**config.mk**
```make
export PLATFORM = sky130hd
export DESIGN_NAME = multicycle_ctrl_fsm
export DESIGN_NICKNAME = d
export VERILOG_FILES = /design/src/rtl/mips_ctrl_pkg.sv /design/src/rtl/ctrl_wait_timer.sv /design/src/rtl/multicycle_ctrl_fsm.sv
export SDC_FILE = /design/constraint.sdc
export NUM_CORES = 1
export LEC_CHECK = 0
export ABC_AREA = 1
export BUFFER_PORTS_ARGS = -buffer_cell sky130_fd_sc_hd__clkbuf_2
export CAP_MARGIN = 20
export CORE_UTILIZATION = 30
export CTS_BUF_LIST = sky130_fd_sc_hd__clkbuf_8
export DETAILED_ROUTE_END_ITERATION = 10
export PLACE_DENSITY = 0.49
export SYNTH_ARGS = -nofsm -noshare
export SYNTH_HDL_FRONTEND = slang
export SYNTH_SLANG_ARGS = --single-unit
```
**constraint.sdc**
```tcl
create_clock -name clk -period 2.72 [get_ports clk]
set_clock_uncertainty 0.2 [all_clocks]
set_input_delay 0.272 -clock clk [delete_from_list [all_inputs] [get_ports clk]]
set_output_delay 0.272 -clock clk [all_outputs]
set_load 0.05 [all_outputs]
```
**src/rtl/mips_ctrl_pkg.sv**
```systemverilog
// Shared types and encodings for the multicycle MIPS control sequencer.
// Optional build macro: MULTICYCLE_CTRL_BNE_EN (adds bne to the legal opcode set).
// Holds the state enum, opcode constants, mux/ALU/trap encodings and the opcode decode.
package mips_ctrl_pkg;

  // IDLE must stay at 0 so state_dbg reads 0 while reset is asserted.
  typedef enum logic [3:0] {
    S_IDLE     = 4'd0,
    S_FETCH    = 4'd1,
    S_DECODE   = 4'd2,
    S_EXEC_R   = 4'd3,
    S_EXEC_I   = 4'd4,
    S_WB_ALU   = 4'd5,
    S_MEM_ADDR = 4'd6,
    S_MEM_RD   = 4'd7,
    S_MEM_WR   = 4'd8,
    S_WB_MEM   = 4'd9,
    S_BRANCH   = 4'd10,
    S_JUMP     = 4'd11,
    S_TRAP     = 4'd12
  } state_t;

  localparam logic [5:0] OP_RTYPE = 6'h00;
  localparam logic [5:0] OP_ADDI  = 6'h08;
  localparam logic [5:0] OP_LW    = 6'h23;
  localparam logic [5:0] OP_SW    = 6'h2B;
  localparam logic [5:0] OP_BEQ   = 6'h04;
  localparam logic [5:0] OP_BNE   = 6'h05;
  localparam logic [5:0] OP_J     = 6'h02;

  localparam logic [1:0] PC_SRC_PLUS4  = 2'b00;
  localparam logic [1:0] PC_SRC_BRANCH = 2'b01;
  localparam logic [1:0] PC_SRC_JUMP   = 2'b10;

  localparam logic [1:0] ALU_OP_ADD  = 2'b00;
  localparam logic [1:0] ALU_OP_SUB  = 2'b01;
  localparam logic [1:0] ALU_OP_FUNC = 2'b10;

  localparam logic [1:0] TRAP_NONE    = 2'b00;
  localparam logic [1:0] TRAP_ILLEGAL = 2'b01;
  localparam logic [1:0] TRAP_TIMEOUT = 2'b10;

  // Successor of DECODE for a given opcode; unknown opcodes go to TRAP.
  function automatic state_t decode_opcode(input logic [5:0] op);
    state_t nxt;
    case (op)
      OP_RTYPE:     nxt = S_EXEC_R;
      OP_ADDI:      nxt = S_EXEC_I;
      OP_LW, OP_SW: nxt = S_MEM_ADDR;
      OP_BEQ:       nxt = S_BRANCH;
`ifdef MULTICYCLE_CTRL_BNE_EN
      OP_BNE:       nxt = S_BRANCH;
`endif
      OP_J:         nxt = S_JUMP;
      default:      nxt = S_TRAP;
    endcase
    return nxt;
  endfunction

endpackage

```
**src/rtl/ctrl_wait_timer.sv**
```systemverilog
// Purpose: counts consecutive cycles spent waiting on a memory ready; flags the last allowed one.
// Latency: expired is combinational, high in the MEM_WAIT_MAX-th consecutive waiting cycle.
// Backpressure: none; clear (state change) has priority over counting.
module ctrl_wait_timer #(
  parameter int MEM_WAIT_MAX = 16
) (
  input  logic clk,
  input  logic rst_n,
  input  logic wait_active,
  input  logic clear,
  output logic expired
);

  localparam int CW = (MEM_WAIT_MAX > 1) ? $clog2(MEM_WAIT_MAX) : 1;
  localparam logic [CW-1:0] LAST = CW'(MEM_WAIT_MAX - 1);

  logic [CW-1:0] r_cnt;

  // The counter holds the number of waiting cycles already completed in this state.
  assign expired = wait_active && (r_cnt == LAST);

  // Count waiting cycles; restart whenever the sequencer changes state.
  always_ff @(posedge clk or negedge rst_n) begin
    if (!rst_n) begin
      r_cnt <= '0;
    end else if (clear) begin
      r_cnt <= '0;
    end else if (wait_active && !expired) begin
      r_cnt <= r_cnt + 1'b1;
    end
  end

endmodule

```
**src/rtl/multicycle_ctrl_fsm.sv**
```systemverilog
// Purpose: multicycle MIPS control sequencer (Moore outputs, some gated by ready/zero_out); macro MULTICYCLE_CTRL_BNE_EN enables bne.
// Latency: R/addi 4, lw 5, sw 4, beq/j 3 cycles plus memory wait cycles; retire pulse in the last cycle.
// Backpressure: stalls in FETCH/MEM_RD/MEM_WR while ready is low; traps after MEM_WAIT_MAX waiting cycles.
module multicycle_ctrl_fsm
  import mips_ctrl_pkg::*;
#(
  parameter int MEM_WAIT_MAX = 16,
  parameter int CNT_W        = 32
) (
  input  logic             clk,
  input  logic             rst_n,
  input  logic [5:0]       instrn_opcode,
  input  logic             imem_ready,
  input  logic             dmem_ready,
  input  logic             zero_out,
  output logic             pc_write_en,
  output logic [1:0]       pc_src,
  output logic             ir_write_en,
  output logic             reg_dst,
  output logic             alu_src_b,
  output logic [1:0]       alu_op,
  output logic             ctrl_write_en,
  output logic             mem_to_reg,
  output logic             datamem_read_en,
  output logic             ctrl_datamem_write_en,
  output logic             instr_retired,
  output logic [CNT_W-1:0] retire_cnt,
  output logic             trap,
  output logic [1:0]       trap_cause,
  output logic [3:0]       state_dbg
);

  state_t           r_state;
  state_t           w_state_nxt;
  logic             r_is_rtype;
  logic             r_is_store;
  logic [1:0]       r_trap_cause;
  logic [CNT_W-1:0] r_retire_cnt;
  logic             w_wait_active;
  logic             w_wait_clear;
  logic             w_wait_expired;
  logic             w_branch_taken;

`ifdef MULTICYCLE_CTRL_BNE_EN
  logic r_is_bne;
  assign w_branch_taken = r_is_bne ? ~zero_out : zero_out;
`else
  assign w_branch_taken = zero_out;
`endif

  assign w_wait_active = ((r_state == S_FETCH)  && !imem_ready) ||
                         ((r_state == S_MEM_RD) && !dmem_ready) ||
                         ((r_state == S_MEM_WR) && !dmem_ready);
  assign w_wait_clear  = (w_state_nxt != r_state);

  ctrl_wait_timer #(
    .MEM_WAIT_MAX (MEM_WAIT_MAX)
  ) u_wait_timer (
    .clk         (clk),
    .rst_n       (rst_n),
    .wait_active (w_wait_active),
    .clear       (w_wait_clear),
    .expired     (w_wait_expired)
  );

  // State register; reset aborts any instruction straight to IDLE.
  always_ff @(posedge clk or negedge rst_n) begin
    if (!rst_n) r_state <= S_IDLE;
    else        r_state <= w_state_nxt;
  end

  // Next-state: ready wins over the timeout in the same cycle; TRAP is terminal.
  always_comb begin
    w_state_nxt = r_state;
    case (r_state)
      S_IDLE:     w_state_nxt = S_FETCH;
      S_FETCH: begin
        if (imem_ready)          w_state_nxt = S_DECODE;
        else if (w_wait_expired) w_state_nxt = S_TRAP;
      end
      S_DECODE:   w_state_nxt = decode_opcode(instrn_opcode);
      S_EXEC_R,
      S_EXEC_I:   w_state_nxt = S_WB_ALU;
      S_MEM_ADDR: w_state_nxt = r_is_store ? S_MEM_WR : S_MEM_RD;
      S_MEM_RD: begin
        if (dmem_ready)          w_state_nxt = S_WB_MEM;
        else if (w_wait_expired) w_state_nxt = S_TRAP;
      end
      S_MEM_WR: begin
        if (dmem_ready)          w_state_nxt = S_FETCH;
        else if (w_wait_expired) w_state_nxt = S_TRAP;
      end
      S_WB_ALU,
      S_WB_MEM,
      S_BRANCH,
      S_JUMP:     w_state_nxt = S_FETCH;
      S_TRAP:     w_state_nxt = S_TRAP;
      default:    w_state_nxt = S_IDLE;
    endcase
  end

  // Output decode from the current state; only FETCH, MEM_WR and BRANCH look at inputs.
  always_comb begin
    pc_write_en           = 1'b0;
    pc_src                = PC_SRC_PLUS4;
    ir_write_en           = 1'b0;
    reg_dst               = 1'b0;
    alu_src_b             = 1'b0;
    alu_op                = ALU_OP_ADD;
    ctrl_write_en         = 1'b0;
    mem_to_reg            = 1'b0;
    datamem_read_en       = 1'b0;
    ctrl_datamem_write_en = 1'b0;
    instr_retired         = 1'b0;
    case (r_state)
      S_FETCH: begin
        ir_write_en = imem_ready;
        pc_write_en = imem_ready;
      end
      S_EXEC_R: begin
        alu_op  = ALU_OP_FUNC;
        reg_dst = 1'b1;
      end
      S_EXEC_I: begin
        alu_src_b = 1'b1;
      end
      S_WB_ALU: begin
        // Destination and ALU controls stay as they were in the EXEC state.
        ctrl_write_en = 1'b1;
        reg_dst       = r_is_rtype;
        alu_op        = r_is_rtype ? ALU_OP_FUNC : ALU_OP_ADD;
        alu_src_b     = ~r_is_rtype;
        instr_retired = 1'b1;
      end
      S_MEM_ADDR: begin
        alu_src_b = 1'b1;
      end
      S_MEM_RD: begin
        datamem_read_en = 1'b1;
      end
      S_MEM_WR: begin
        ctrl_datamem_write_en = 1'b1;
        instr_retired         = dmem_ready;
      end
      S_WB_MEM: begin
        ctrl_write_en = 1'b1;
        mem_to_reg    = 1'b1;
        instr_retired = 1'b1;
      end
      S_BRANCH: begin
        alu_op        = ALU_OP_SUB;
        pc_src        = PC_SRC_BRANCH;
        pc_write_en   = w_branch_taken;
        instr_retired = 1'b1;
      end
      S_JUMP: begin
        pc_src        = PC_SRC_JUMP;
        pc_write_en   = 1'b1;
        instr_retired = 1'b1;
      end
      default: ;
    endcase
  end

  // Instruction class is captured at DECODE so later states never re-sample the opcode.
  always_ff @(posedge clk or negedge rst_n) begin
    if (!rst_n) begin
      r_is_rtype <= 1'b0;
      r_is_store <= 1'b0;
`ifdef MULTICYCLE_CTRL_BNE_EN
      r_is_bne   <= 1'b0;
`endif
    end else if (r_state == S_DECODE) begin
      r_is_rtype <= (instrn_opcode == OP_RTYPE);
      r_is_store <= (instrn_opcode == OP_SW);
`ifdef MULTICYCLE_CTRL_BNE_EN
      r_is_bne   <= (instrn_opcode == OP_BNE);
`endif
    end
  end

  // Trap cause is latched on entry: from DECODE it is an illegal opcode, otherwise a timeout.
  always_ff @(posedge clk or negedge rst_n) begin
    if (!rst_n) begin
      r_trap_cause <= TRAP_NONE;
    end else if ((w_state_nxt == S_TRAP) && (r_state != S_TRAP)) begin
      r_trap_cause <= (r_state == S_DECODE) ? TRAP_ILLEGAL : TRAP_TIMEOUT;
    end
  end

  // Retired-instruction counter advances on the edge closing the retire cycle and wraps.
  always_ff @(posedge clk or negedge rst_n) begin
    if (!rst_n)             r_retire_cnt <= '0;
    else if (instr_retired) r_retire_cnt <= r_retire_cnt + 1'b1;
  end

  assign retire_cnt = r_retire_cnt;
  assign trap       = (r_state == S_TRAP);
  assign trap_cause = r_trap_cause;
  assign state_dbg  = r_state;

endmodule

```
### Word-level counts from Yosys, hierarchy flattened

Index checks and enable logic that the tools add are counted.

* flip-flop bits (word level): 44
* latch bits: 0
* bits in writable memories: 0
* bits in read-only memories: 0
* memories kept: 0

* add/sub/neg operators: 2
* multipliers: 0
* divide/modulo/power cells: 0
* $lt $le $gt $ge: 0
* eq/ne operators: 21
* shift operators: 0
* mux-type cells: 22
* bitwise gates (word level): 1
* reduce and logical (&&, ||, !) cells: 20

Operators with widths (number)
* $add 32x1->32 const B: 1
* $pmux 4 s8: 1
* $eq 4x4->1 const B: 7
* $mux 4: 7
* $pmux 4 s5: 1
* $eq 4x3->1 const B: 4
* $eq 6x6->1 const B: 2
* $eq 4x2->1 const B: 2
* $reduce_or 2->1: 4
* $eq 6x2->1 const B: 1
* $eq 6x3->1 const B: 1
* $eq 6x4->1 const B: 1
* $logic_and 1x1->1: 6
* $logic_not 6->1: 1
* $pmux 1 s2: 3
* $pmux 2 s3: 1
* $mux 1: 5
* $reduce_or 5->1: 1
* $add 4x1->4 const B: 1
* $eq 4x1->1 const B: 1
* $logic_not 4->1: 1
* $mux 2: 2
* $ne 4x4->1: 1
* $ne 4x4->1 const B: 1
* other kinds (7): 10

### Longest topological paths before layout

Gate-level depths: netlist (run 1).

* depth in word-level cells: 10
* mapped depth: 14

### Modules after synthesis

Synthesis (run 1) repeated with hierarchy kept, for this count alone.

* cell total of the unflattened synthesis: 453
* area, all modules: 3019.1 um^2

By module, submodules not included
* multicycle_ctrl_fsm: times used 1, cells an instance 423, area each 2787.7 um^2, seq. area each 1001.0 um^2
* ctrl_wait_timer: times used 1, cells an instance 30, area each 231.5 um^2, seq. area each 100.1 um^2

### Worst setup path before layout (run 1)

No wires, ideal clock.

* kind: reg-to-reg
* start: register r_state[0], in the netlist state_dbg[0]
* end: register r_retire_cnt[21], in the netlist retire_cnt[21]
* setup time: 158 ps
* data arrival time: 2472 ps
* path slack: -110 ps
* stages on the path, launching flop included: 9
* buffers on the path: 2
* cell sequence: dfrtp_1 buf_2 inv_1 nand2_1 nor2_2 nand2_2 nand3_4 clkbuf_1 o21ai_0

* cells in the longest elaborated chain, start to end: 3

Ends and longest elaborated chain
* from (decl): line multicycle_ctrl_fsm.sv:33 `state_t r_state;`
* from (signal assigned): line multicycle_ctrl_fsm.sv:69 `else r_state <= w_state_nxt;`
* $eq 4x4->1 or $eq 4x3->1 (tied branches): line multicycle_ctrl_fsm.sv:115 `case (r_state)`
* $reduce_or 4->1 (no line)
* $pmux 1 s2 (*): line multicycle_ctrl_fsm.sv:115
* via instr_retired: line multicycle_ctrl_fsm.sv:26 `output logic instr_retired,`
* to (signal assigned): line multicycle_ctrl_fsm.sv:194 `else if (instr_retired) r_retire_cnt <= r_retire_cnt + 1'b1;`
* to (decl): line multicycle_ctrl_fsm.sv:38 `logic [CNT_W-1:0] r_retire_cnt;`

The timed path passes the listed nets; every way through them passes the cells marked *.
A chain may end at the register's enable or synchronous reset.

### Worst setup path after layout (run 1)

* start: register r_state[0], in the netlist state_dbg[0]
* end: output instr_retired

* cells in the longest elaborated chain, start to end: 3

Ends and longest elaborated chain (line)
* $eq 4x4->1 or $eq 4x3->1 (tied branches): multicycle_ctrl_fsm.sv:115
* $reduce_or 4->1 (no line)
* $pmux 1 s2 (*): multicycle_ctrl_fsm.sv:115
* to (decl): multicycle_ctrl_fsm.sv:26

Mark *: on every way between the ends. The rest lies on a longest branch, timed or not.

==> summary.txt, run 1 <==
Synth
  – Post-synth EDFFs: 0
  – Distinct cell type count after synthesis: 35
  – Prevailing post-synth register cell: sky130_fd_sc_hd__dfrtp_1
  – Sequential element share of the synthesized area: 38.4%
  – Synth Cell Area: 0.00287 mm^2
  – Proportion of register bits with asynchronous set or reset after synthesis: 100%
  – Number of synthesized register bits: 44
  – Syn Inst Count: 382
  – Yosys warnings: 0
  – Avg Inst Size Synth: 7.51 um^2
  – Net count after synthesis: 395

Power
  – Overall power of the completed layout: 2.96 mW
  – Power density over the cells: 860 mW/mm^2
  – Pleak: 1.79 nW
  – Max IR drop VDD: 514 uV

Critical path
  – Crit. End Element: output pin
  – Worst endpoint required time: 2250 ps
  – Crit path max fanout: 26
  – Worst EP arrival: 1980 ps
  – Category of the most critical setup path: register to output pin
  – Startpoint type of the worst setup path: register

Timing
  – Worst slew margin relative to its limit: 72.1%
  – Setup TNS: 0 ps
  – Fmax achieved: 407 MHz
  – Number of pins with negative max-slew slack in the final report: 0
  – Final worst path period need: 2460 ps
  – Setup repair after global routing missed its margin: no
  – Measured slew at the worst slew-check pin: 414 ps
  – Portion of the clock cycle consumed by the worst path in the final layout: 90.3%
  – Number of endpoints failing setup at the final stage: 0
  – Final hold viol count: 0

Routing
  – Number of optimization iterations in the first detailed-route pass: 4
  – Antenna violation net count after detailed routing: 0
  – Routed WL per cell: 12.9 um
  – Mean number of vias per cell: 4.71
  – Final routed DRC violation total: 0
  – DRC violation total after the first TritonRoute iteration: 73
  – Post-Route WL: 7430 um
  – Vias: 2,724

Floorplanning
  – Floorplan core area: 0.00924 mm^2
  – Cell row count: 35
  – Die height: 99.8 um
  – Die Area: 0.00996 mm^2
  – Effective utilization at floorplan: 31.1%
  – DIE WIDTH: 99.8 um
  – Boundary Pins: 63

Global route
  – Total routing resource utilization after global routing: 15.8%
  – First-pass GRT wire length: 12,500 um
  – GRT overflow: 0
  – Number of antenna violations at the first check in global routing: 0
  – Pin count of the biggest net entering global routing: 31
  – Number of global-route vias before repair: 2,665

CTS
  – Number of hold buffers added after cts: 1
  – Clock latency at the later pin of the worst-skew pair: 300 ps
  – Clock root buffer: sky130_fd_sc_hd__clkbuf_8
  – Number of clock sinks seen by CTS: 44
  – Largest buffer count on any clock path: 2
  – CTS tree: yes
  – Buffers inserted during post-CTS setup optimization: 0
  – Post-CTS Resized: 0
  – CTS Buf Count: 5
  – Clock-pin transition on the worst setup and hold timing paths: 100 ps
  – H-tree Lvls: 2

Place
  – Detailed placer's ending HPWL: 6010 um
  – Number of cells after detailed placement: 569
  – I/O Buffers: 62
  – Final weighted congestion in routability-driven placement: 0.932

Finish
  – Share of cells above drive strength 1: 22.9%
  – Top library cells by usage in the layout, fill and taps aside: 100 x sky130_fd_sc_hd__nand2_1, 62 x sky130_fd_sc_hd__clkbuf_2, 45 x sky130_fd_sc_hd__nor2_1
  – Ant. Diodes: 0
  – Util after Layout: 37.3%
  – Layout area overhead: 20.0%
  – Most frequent standard cell in the layout excluding fill and tap cells: sky130_fd_sc_hd__nand2_1
  – Nets: 461
  – Number of non-filler instances in the completed layout: 578

Hold path
  – Tightest Hold Check Type: input pin to register

Run status
  – Run status: finished clean

Flow run
  – Number of maximum-capacitance violations: 0
[synth_stat cells, drive strengths merged, types with 2 or more instances]
| cell | n | area, um^2 |
|---|---|---|
| mux2 | 3 | 33.8 |
| dfrtp | 44 | 1100 |
| xor2 | 26 | 228 |
| ha | 2 | 25.0 |
| nor4 | 3 | 18.8 |
| o21ai | 13 | 65.1 |
| nor3 | 19 | 110 |
| xnor2 | 6 | 52.6 |
| nand3 | 35 | 213 |
| nor2 | 55 | 244 |
| nand4 | 10 | 77.6 |
| nand3b | 3 | 22.5 |
| inv | 45 | 169 |
| nand2 | 105 | 417 |
| buf | 4 | 28.8 |
[critical path, cell delays in order, from the launching register on]
cell	delay [ps]
sky130_fd_sc_hd__dfrtp_1	550
sky130_fd_sc_hd__nand2_1	160
sky130_fd_sc_hd__nor2_1	290
sky130_fd_sc_hd__nor2_4	80
sky130_fd_sc_hd__nand3_4	250
sky130_fd_sc_hd__clkbuf_2	350
[layer usage]
| metal | GRT usage (%) | up-vias | part of all wire (%) |
|---|---|---|---|
| met5 | 0 | - | 0 |
| met4 | 4.64 | 0 | 1.9 |
| met3 | 3.27 | 14 | 4.3 |
| met2 | 28.7 | 85 | 50 |
| met1 | 18.8 | 1258 | 44 |
| li1 | - | 1367 | - |
[cells by family (layout without fill, tap and decap cells)]
group                      count (synthesis)  in the layout  share of synthesized area (%)
and+or+nand+nor                          231            231                           38.7
xor gates and xnor gates                  32             32                           9.76
DFF                                       44             44                           38.4
buffers and inverters                     50            117                           7.02
AOI/OAI and AO/OA                         20             20                           4.14
adders and majority gates                  2              2                          0.872
muxes                                      3              3                           1.18
[final timing paths]
check	start	end	slack (ps)	cells after the start
max in group asynchronous	rst_n	retire_cnt[2]	1370	3
min in group asynchronous	rst_n	retire_cnt[16]	210	2
min reg2reg	trap_cause[1]	trap_cause[1]	290	2
min	instrn_opcode[3]	r_is_store	60	3
max reg2reg	state_dbg[0]	retire_cnt[17]	450	10
max	state_dbg[0]	instr_retired	260	5
[area by class of cell]
cell class                 instances  area, um^2
fill                            1007        5800
multi-input combinational        288        1570
sequential                        44        1100
timing repair buffer              64         328
inverter                          45         169
tap                              129         161
clock buffer                       5        68.8
clock inverter                     3        46.3
[power breakdown]
group / switching, mW / leakage (nW) / internal, mW
clock: 0.260 / 0.0548 / 0.277
sequential: 0.143 / 0.591 / 0.753
combinational: 1.15 / 1.14 / 0.374
total: 1.56 / 1.79 / 1.40
[through the flow]
| step | setup slack (ps) | hold slack, ps | instance area, um^2 |
|---|---|---|---|
| after floorplan | 19.7 | -224 | 2870 |
| after global placement | 557 | 11.3 | 3320 |
| after detailed placement | 465 | 16.3 | 3320 |
| after CTS | 268 | 41.3 | 3440 |
| after global routing | 148 | 59.2 | 3440 |
| final | 264 | 57.4 | 3440 |
[state kept, by name, indices dropped and copies added (netlist names)]
name / flops
u_wait_timer.r_cnt: 4
retire_cnt: 32
trap_cause: 2
r_is_store: 1
state_dbg: 4
r_is_rtype: 1
Note: power is estimated with default switching activity, not from simulation.
==> run 2: changes to the inputs <==
--- a/config.mk
+++ b/config.mk
@@ -8,9 +8,11 @@
 export ABC_AREA = 1
 export BUFFER_PORTS_ARGS = -buffer_cell sky130_fd_sc_hd__clkbuf_2
 export CAP_MARGIN = 20
+export CORE_ASPECT_RATIO = 0.6
 export CORE_UTILIZATION = 30
 export CTS_BUF_LIST = sky130_fd_sc_hd__clkbuf_8
 export DETAILED_ROUTE_END_ITERATION = 10
+export MAX_ROUTING_LAYER = met4
 export PLACE_DENSITY = 0.49
 export SYNTH_ARGS = -nofsm -noshare
 export SYNTH_HDL_FRONTEND = slang
==> run 2 against run 1 <==
  * Critical path depth grew 1
  * Count of clock-buffer cells in the layout is 1 higher
  * Largest power group unchanged
  * Hold slack better by 12 ps
  * Clock power rose by 2%
  * Cell area increased by 0.87%
  * Global-route usage grew 3.1 points
==> summary.txt, run 2 (synthesized netlist as in run 1, its figures left out) <==
Timing
  – Final worst path period need: 2370 ps (-86.8 ps)
  – Worst-case hold slack: 69.0 ps (+11.6 ps)
  – Number of pins with negative max-slew slack in the final report: 0 (unchanged)
  – Final hold viol count: 0 (unchanged)
  – Number of endpoints failing setup at the final stage: 0 (unchanged)
  – Measured slew at the worst slew-check pin: 610 ps (+196 ps)
  – Worst slew margin relative to its limit: 59.0% (-13 points)
  – Fmax achieved: 422 MHz (+3.7%)
  – Setup TNS: 0 ps (unchanged)
  – Portion of the clock cycle consumed by the worst path in the final layout: 87.1% (-3.2 points)
  – Setup repair after global routing missed its margin: no

Critical path
  – Crit. End Element: output pin
  – Category of the most critical setup path: register to output pin
  – Cell-by-cell trace of the critical path: inv_2 -> nand2_1 -> nor2_1 -> nor2_4 -> nand3_4 -> clkbuf_2
  – Crit path max fanout: 12 (-54%)
  – Kind of cell with the highest combined delay on the critical path: simple AND/OR/NAND/NOR gates
  – Worst R2R Setup Slack: 530 ps (+80 ps)
  – Worst EP arrival: 1900 ps (-80 ps)
  – Worst endpoint required time: 2250 ps (about the same)
  – Startpoint type of the worst setup path: register
  – Slowest stage delay, CP: 470 ps (-80 ps)
  – Number of buffers and inverters on the critical path: 2 (+1)
  – Max stage delay cell, worst path: sky130_fd_sc_hd__dfrtp_1

Place
  – I/O Buffers: 62 (unchanged)
  – Detailed placer's ending HPWL: 7000 um (+17%)
  – Final weighted congestion in routability-driven placement: 0.924 (-0.87%)

CTS
  – CTS tree: yes
  – Buffers inserted during post-CTS setup optimization: 0 (unchanged)
  – Clock-pin transition on the worst setup and hold timing paths: 90 ps (about the same)
  – Number of clock sinks seen by CTS: 44 (unchanged)
  – Post-CTS Resized: 0 (unchanged)
  – Clock root buffer: sky130_fd_sc_hd__clkbuf_8
  – Clock latency at the later pin of the worst-skew pair: 310 ps (about the same)
  – H-tree Lvls: 2 (unchanged)
  – Largest buffer count on any clock path: 2 (unchanged)
  – CTS Buf Count: 5 (unchanged)

Routing
  – Vias: 2,725 (+0.037%)
  – Number of optimization iterations in the first detailed-route pass: 5 (+1)
  – Routed WL per cell: 14.8 um (+15%)
  – Final routed DRC violation total: 0 (unchanged)
  – Mean number of vias per cell: 4.68 (-0.65%)
  – Antenna violation net count after detailed routing: 0 (unchanged)
  – DRC violation total after the first TritonRoute iteration: 208 (+180%)
  – Post-Route WL: 8610 um (+16%)

Finish
  – Max reg flops: 32 (unchanged)
  – Most frequent standard cell in the layout excluding fill and tap cells: sky130_fd_sc_hd__nand2_1
  – Layout area overhead: 21.1%
  – Top library cells by usage in the layout, fill and taps aside: 100 x sky130_fd_sc_hd__nand2_1, 62 x sky130_fd_sc_hd__clkbuf_2, 45 x sky130_fd_sc_hd__nor2_1
  – Nets: 464 (+0.65%)
  – Share of cells above drive strength 1: 23.5% (+0.51 points)
  – Ant. Diodes: 0 (unchanged)

Flow run
  – Number of maximum-capacitance violations: 0 (unchanged)

Floorplanning
  – Die height: 77.8 um (-22%)
  – Effective utilization at floorplan: 31.1% (+0.059 points)
  – Boundary Pins: 63 (unchanged)
  – Floorplan core area: 0.00922 mm^2 (-0.19%)
  – Die Area: 0.00998 mm^2 (+0.12%)
  – DIE WIDTH: 128 um (+29%)
  – Cell row count: 27 (-23%)

Run status
  – Run status: finished clean

Power
  – Pleak: 1.81 nW (+1.3%)
  – Power density over the cells: 882 mW/mm^2 (+2.5%)
  – Max IR drop VDD: 245 uV (-52%)
  – Overall power of the completed layout: 3.06 mW (+3.4%)

Global route
  – Number of antenna violations at the first check in global routing: 0 (unchanged)
  – First-pass GRT wire length: 13,900 um (+11%)
  – GRT overflow: 0 (unchanged)
  – Number of global-route vias before repair: 2,479 (-7.0%)
  – Total routing resource utilization after global routing: 18.9% (+3.1 points)
  – Pin count of the biggest net entering global routing: 27 (-13%)

Hold path
  – Tightest Hold Check Type: input pin to register
[run 2: cell count changes in the layout (fill, tap and decap cells not counted)]
cell / previous run / this run
sky130_fd_sc_hd__buf_4: 1 / 4
sky130_fd_sc_hd__clkbuf_8: 5 / 6
sky130_fd_sc_hd__clkinv_4: 0 / 1
sky130_fd_sc_hd__clkinvlp_4: 1 / 0
sky130_fd_sc_hd__inv_6: 1 / 0
[run 2: path summary, 6_finish.rpt]
| path | end | cells past startpoint | start |
|---|---|---|---|
| worst max register to register | retire_cnt[17] | 11 | state_dbg[3] |
| worst min register to register | trap_cause[1] | 2 | trap_cause[1] |
| worst min-delay path | r_is_store | 3 | instrn_opcode[3] |
| min in group asynchronous | retire_cnt[26] | 2 | rst_n |
| max in group asynchronous | retire_cnt[8] | 3 | rst_n |
| worst max-delay path | instr_retired | 6 | state_dbg[3] |
[run 2: layout make-up]
type	instances	area, um^2
clock buffers	6	82.6
clock inverters	2	38.8
flip-flops and latches	44	1100
fillers	972	5750
repair buffers	67	350
inverters	45	169
multi-input cells	288	1570
well taps	130	163
[run 2: where the power goes]
group	switching [mW]	leakage [nW]	total [mW]	internal, mW
clock	0.250	0.0614	0.551	0.301
sequential	0.155	0.591	0.908	0.753
combinational	1.22	1.16	1.61	0.389
total	1.62	1.81	3.06	1.44
[run 2: tightest hold or removal path, cell delays in order]
cell,delay (ps)
sky130_fd_sc_hd__clkbuf_2,120
sky130_fd_sc_hd__nand2_1,80
sky130_fd_sc_hd__o22ai_1,60
[run 2: metal layers]
metal / track usage [%] / wire length (um) / up-vias
met3: 5.31 / 598 / 7
met5: - / 0 / -
met4: 3.53 / 54 / 0
met1: 31.0 / 4950 / 1271
met2: 21.5 / 3000 / 77
li1: - / - / 1370
[run 2: what timing repair did]
item | in CTS | in global routing
endpoints found under the hold margin | 18 | 0
hold buffers | 1 | 0
endpoints found under the setup margin | 0 | 0
[run 2: per-stage QoR]
step | std cells | utilization [%] | setup WS (ps) | area (um^2)
after floorplan | 382 | - | 19.7 | 2870
after global placement | 573 | 36.3 | 630 | 3340
after detailed placement | 573 | 36.3 | 554 | 3340
after CTS | 582 | 37.7 | 347 | 3470
after global routing | 582 | 37.7 | 215 | 3470
final | 582 | 37.7 | 351 | 3470
